<file path="src/rtl/movwide_seq_pkg.sv">
// Shared widths, opcode bases, state encoding and the MOVZ/MOVK datapath model
// used by the wide-immediate load sequencer.
package movwide_seq_pkg;

  localparam int unsigned WORDSIZE   = 64;
  localparam int unsigned OPCODESIZE = 11;
  localparam int unsigned SHAMTSIZE  = 6;
  localparam int unsigned HWSIZE     = 16;
  localparam int unsigned REGSIZE    = 5;

  localparam logic [OPCODESIZE-1:0] OP_MOVZ = 11'b11010010100;
  localparam logic [OPCODESIZE-1:0] OP_MOVK = 11'b11110010100;
  localparam logic [REGSIZE-1:0]    XZR     = 5'd31;

  typedef enum logic [1:0] {
    S_IDLE  = 2'd0,
    S_ZERO  = 2'd1,
    S_KEEP  = 2'd2,
    S_WRITE = 2'd3
  } state_t;

  typedef struct packed {
    logic [REGSIZE-1:0]  rd;
    logic [WORDSIZE-1:0] imm;
  } req_t;

  // MOVZ/MOVK datapath: opcode[1:0] selects the halfword, opcode[8] keeps readreg
  function automatic logic [WORDSIZE-1:0] mov_op(input logic [OPCODESIZE-1:0] opcode,
                                                 input logic [HWSIZE-1:0]     imm16,
                                                 input logic [WORDSIZE-1:0]   readreg);
    logic [SHAMTSIZE-1:0] shamt;
    logic [WORDSIZE-1:0]  ext;
    logic [WORDSIZE-1:0]  keep;
    shamt = {opcode[1:0], 4'b0000};
    ext   = WORDSIZE'(imm16) << shamt;
    keep  = ~(WORDSIZE'(16'hFFFF) << shamt);
    return opcode[8] ? ((readreg & keep) | ext) : ext;
  endfunction

  function automatic logic [3:0] nz_mask(input logic [WORDSIZE-1:0] imm);
    logic [3:0] m;
    m = '0;
    for (int i = 0; i < 4; i++) m[i] = |imm[HWSIZE*i +: HWSIZE];
    return m;
  endfunction

endpackage

</file>
<file path="src/rtl/movwide_seq_hw_pick.sv">
// Lowest-set-bit finder over the pending-halfword mask.
module hw_pick
  import movwide_seq_pkg::*;
(
  input  logic [3:0] mask,
  output logic [1:0] idx,
  output logic       any
);

  always_comb begin
    idx = 2'd0;
    any = |mask;
    if      (mask[0]) idx = 2'd0;
    else if (mask[1]) idx = 2'd1;
    else if (mask[2]) idx = 2'd2;
    else if (mask[3]) idx = 2'd3;
  end

endmodule

</file>
<file path="src/rtl/movwide_seq.sv">
// Wide-immediate load sequencer: one MOVZ plus up to three MOVKs build a
// 64-bit constant, followed by a single register-file write.
module movwide_seq
  import movwide_seq_pkg::*;
#(
  parameter int unsigned SKIP_ZERO = 1
) (
  input  logic                clk,
  input  logic                rst_n,
  input  logic                req_valid,
  output logic                req_ready,
  input  logic [REGSIZE-1:0]  req_rd,
  input  logic [WORDSIZE-1:0] req_imm,
  output logic                wr_en,
  input  logic                wr_ready,
  output logic [REGSIZE-1:0]  wr_reg,
  output logic [WORDSIZE-1:0] wr_data,
  output logic                done,
  output logic [2:0]          steps
);

  state_t                state;
  req_t                  req_q;
  logic [WORDSIZE-1:0]   acc;
  logic [3:0]            mask;
  logic [2:0]            ops;

  logic [1:0]            hw_c;
  logic                  any_c;
  logic [3:0]            onehot_c;
  logic                  more_c;
  logic [OPCODESIZE-1:0] opcode_c;
  logic [HWSIZE-1:0]     imm16_c;
  logic [WORDSIZE-1:0]   movres_c;

  hw_pick u_pick (
    .mask (mask),
    .idx  (hw_c),
    .any  (any_c)
  );

  assign req_ready = (state == S_IDLE);

  // Datapath operand selection for the current MOVZ/MOVK step
  always_comb begin
    onehot_c = 4'b0001 << hw_c;
    more_c   = any_c && (|(mask & ~onehot_c));
    opcode_c = ((state == S_KEEP) ? OP_MOVK : OP_MOVZ) | OPCODESIZE'(hw_c);
    imm16_c  = req_q.imm[{hw_c, 4'b0000} +: HWSIZE];
    movres_c = mov_op(opcode_c, imm16_c, acc);
  end

  always_ff @(posedge clk or negedge rst_n) begin
    if (!rst_n) begin
      state   <= S_IDLE;
      req_q   <= '0;
      acc     <= '0;
      mask    <= '0;
      ops     <= '0;
      wr_en   <= 1'b0;
      wr_reg  <= '0;
      wr_data <= '0;
      done    <= 1'b0;
      steps   <= '0;
    end else begin
      done <= 1'b0;
      case (state)
        S_IDLE: begin
          if (req_valid) begin
            req_q <= '{rd: req_rd, imm: req_imm};
            mask  <= (SKIP_ZERO != 0) ? nz_mask(req_imm) : 4'b1111;
            ops   <= '0;
            state <= S_ZERO;
          end
        end
        S_ZERO, S_KEEP: begin
          acc  <= movres_c;
          mask <= mask & ~onehot_c;
          ops  <= ops + 3'd1;
          if (more_c) begin
            state <= S_KEEP;
          end else if (req_q.rd == XZR) begin
            // Writes to XZR are discarded, so retire without a write cycle
            state <= S_IDLE;
            done  <= 1'b1;
            steps <= ops + 3'd1;
          end else begin
            state   <= S_WRITE;
            wr_en   <= 1'b1;
            wr_reg  <= req_q.rd;
            wr_data <= movres_c;
          end
        end
        S_WRITE: begin
          if (wr_ready) begin
            wr_en <= 1'b0;
            done  <= 1'b1;
            steps <= ops;
            state <= S_IDLE;
          end
        end
        default: state <= S_IDLE;
      endcase
    end
  end

endmodule
</file>
<file path="config.mk">
export PLATFORM = sky130hd
export DESIGN_NAME = movwide_seq
export DESIGN_NICKNAME = d
export VERILOG_FILES = /design/src/rtl/movwide_seq_pkg.sv /design/src/rtl/movwide_seq_hw_pick.sv /design/src/rtl/movwide_seq.sv
export SDC_FILE = /design/constraint.sdc
export NUM_CORES = 1
export LEC_CHECK = 0
export CORE_MARGIN = 2
export CORE_UTILIZATION = 31
export CTS_CLUSTER_SIZE = 40
export DETAILED_ROUTE_END_ITERATION = 10
export PLACE_DENSITY = 0.63
export SETUP_SLACK_MARGIN = 0.05
export SYNTH_ARGS = -nofsm -noshare
export SYNTH_HDL_FRONTEND = slang
export SYNTH_SLANG_ARGS = --single-unit
</file>
<file path="constraint.sdc">
create_clock -name clk -period 5.3 [get_ports clk]
set_input_delay 0.53 -clock clk [delete_from_list [all_inputs] [get_ports clk]]
set_output_delay 0.53 -clock clk [all_outputs]
set_load 0.02 [all_outputs]
</file>
==> impl_results.md <==
* Core Box Area at 30400 µm²
* Largest net degree at the start of global routing at 158
* Setup Total Neg Slack at 0 ns
* Sw power at 2.76 mW
* CTS clk-pin slew, worst paths at 0.06 ns
* DR vias/cell at 5.21
* Die area at 32200 µm²
* Top cells by count, synth: 216 x dfrtp_1, 129 x mux2_2, 92 x nand2_1, 70 x o21ai_0, 43 x a22o_1
* FFs w/ async S/R, synth at 100%
* Max_cap viols at 0
* Area Overhead vs Synth at 27.6%
* WP data required at 5.69 ns
* Critical Path AT at 3.74 ns
* Final setup fails at 0
* Hold Slack at -0.00177 ns
* CP cell instances: inv_1, ha_1, o31a_1, and2_4, mux2_2
* Io pins at 148
* Number of remaining DRC errors at 0
* Max Slew Vio Count at 0
* Sequential power share at 37.1%
* Placed cell count at 1295
* Synth area leaders: dfrtp_1 57%, mux2_2 15%, a22o_1 3.9%
* DP Worst Slack at 2.00 ns
* Finished Layout Cells at 1342
* Ys Warns at 0
* Sw frac at 36.3%
* Total global routing overflow at 0
* CP peak stage delay at 0.88 ns
* Final Cycle Share at 63.2%
* Area leader, netlist: dfrtp_1
* Longest Clk Path Bufs at 3
* Mapped Cells at 800
* Cts bufs inserted at 25
* CTS H-tree lvls at 1
* Run status: finished, violations left
* Initial antenna violation count at 2
* Sum of routed wire length over all layers at 26300 µm
* PnR worst setup slack at 1.95 ns
* Yosys reg bits at 216
* Clk sink count at 216
* Synth cell types at 59
* R2r setup slk at 1.95 ns
* Post-synth EDFFs at 0
* P_leak at 5.29 nW
* Hold Crit Class: primary input to asynchronous set/reset pin
* Critical path class: register to register
* CTS tree: done
* Clock Latency Late Sink at 0.53 ns
* Initial Util at 31.4%
* Failing checks: negative hold slack
* Syn nets at 877
* Final Critical Period at 3.35 ns
* Tot GR Track Use at 16.0%
* Clock share of power at 23.6%
* Power Total at 7.62 mW
* Rows at 64
* Main synth FF type: dfrtp_1
* Nets at 1003
* Iter 0 DRT Violations at 476
* Max Clock Skew at 0.0199 ns
* Slew of the pin with the lowest slew margin at 1.25 ns
* Worst VDD drop at 0.000365 V
* Via count at 6997
* Drt pass-1 iters at 5
* Logic pwr share at 39.2%
* Setup bufs post-CTS at 0
* Startpoint class of the critical path: register
* Top flop regs: req_q (69), acc (64), wr_data (64)
* Gpl congestion at 0.849
* Antenna viol nets, final at 0
* First-pass GRT wire length at 41300 µm
* Max reg flops at 69
* Max Freq at 0.299 GHz
* Die height at 179 µm
* # hold bufs at CTS at 0
* CP max stage cell: and2_4
* Ratio of cells with drive above 1 in the final layout at 21.0%
* Power Dens Cells at 626 nW/µm²
* Most frequent cell after synthesis: dfrtp_1
* Post-CTS sizing at 0
* Slew margin rel. at 16.0%
* Per-cell routed wire length at 19.6 µm
* Area share of the largest cell type after synthesis at 56.6%
* Vias in the first global route at 7004
* Final HPWL DP at 18000 µm
* Mean area per synthesized cell at 11.9 µm²
* Internal at 4.86 mW
* CP endpoint kind: register
* Most flops, register: req_q
* RSZ-0062 raised after global routing: no
* Port buffer count at 147
* Synth Cell Area at 9550 µm²
* Root Driver: clkbuf_16
* Sequential-to-total area share from yosys stat at 56.6%
* DIE WIDTH at 179 µm
* Fin. Hold Viols at 1
* Filler Cell Count at 2919
* Highest net fanout along the worst path at 69
through the flow:
stage | instance area (µm²) | util [%]
6_report | 12200 | 40.0
3_5_place_dp | 11300 | 37.2
5_1_grt | 12200 | 40.0
4_1_cts | 12200 | 40.0
3_3_place_gp | 11300 | 37.2
2_1_floorplan | 9550 | -
worst paths after layout:
kind | from | endpoint | depth (start not counted)
worst max-delay path | state[1] | wr_data[46] | 5
worst min-delay path | rst_n | req_q[39] | 1
worst max register to register | state[1] | wr_data[46] | 5
worst min register to register | acc[45] | acc[45] | 2
max in group asynchronous | rst_n | wr_data[0] | 2
min in group clk | acc[45] | acc[45] | 2
power by group through the flow:
| stage | logic (mW) | registers, mW | clock network [mW] |
|---|---|---|---|
| floorplan | 1.81 | 2.95 | 0 |
| global placement | 2.94 | 2.83 | 0 |
| detailed placement | 3.00 | 2.84 | 0 |
| CTS | 3.01 | 2.83 | 1.83 |
| global route | 3.22 | 2.92 | 1.90 |
| finish | 2.99 | 2.83 | 1.80 |
worst max-delay path: cells and delay by family, from the launching register on:
family	cells	cell delay [ns]
buffers and inverters	1	0.07
multiplexers	1	0.42
adder cells (fa/ha/maj)	1	0.82
AND/OR/NAND/NOR	1	0.88
flip-flops	1	0.38
AO/OA/AOI/OAI	1	0.57
logic make-up after synthesis:
kind of cell | synth area share (%)
multiplexers | 16.3
adder cells (fa/ha/maj) | 0.524
AO/OA/AOI/OAI | 13.8
AND/OR/NAND/NOR | 9.37
XOR/XNOR | 0.0918
buffers and inverters | 3.30
flip-flops | 56.6
per-layer routing:
layer	vias to the layer above	track usage [%]	wire length, µm
met5	-	0	0
met4	0	4.75	640
met3	42	2.49	1170
met2	208	26.2	12700
met1	3575	21.9	11700
li1	3172	-	-
placed cells by master, fill, tap and decap left out, types with 2 or more instances in the layout:
master           instances
dfrtp_1                216
clkdlybuf4s50_1        146
mux2_2                 129
nand2_1                 91
o21ai_0                 70
a22o_1                  43
nand3_1                 35
clkbuf_16               25
a21oi_1                 16
nor4_1                  16
o22ai_1                 12
nor2_1                  11
inv_1                   10
o21bai_1                10
a31oi_1                  9
o2bb2ai_1                9
clkinv_2                 7
mux2_4                   6
o21ai_1                  5
clkbuf_8                 5
buf_4                    5
nor3_1                   4
nor2b_1                  4
ha_1                     4
bufinv_16                4
and3_1                   3
a211oi_1                 3
nand2b_1                 3
nand4_1                  3
clkbuf_1                 3
diode_2                  2
or3_1                    2
o22ai_4                  2
o22ai_2                  2
area by class of cell:
class	count	area [µm²]	area share, %
inverter	11	41.3	0.339
tap	396	495	4.07
clock inverter	13	171	1.41
multi-input combinational	519	3840	31.5
sequential	216	5410	44.4
antenna	2	5.00	0.0411
timing repair buffer	153	1530	12.6
clock buffer	32	692	5.68
(Power assumes the default switching activity.)
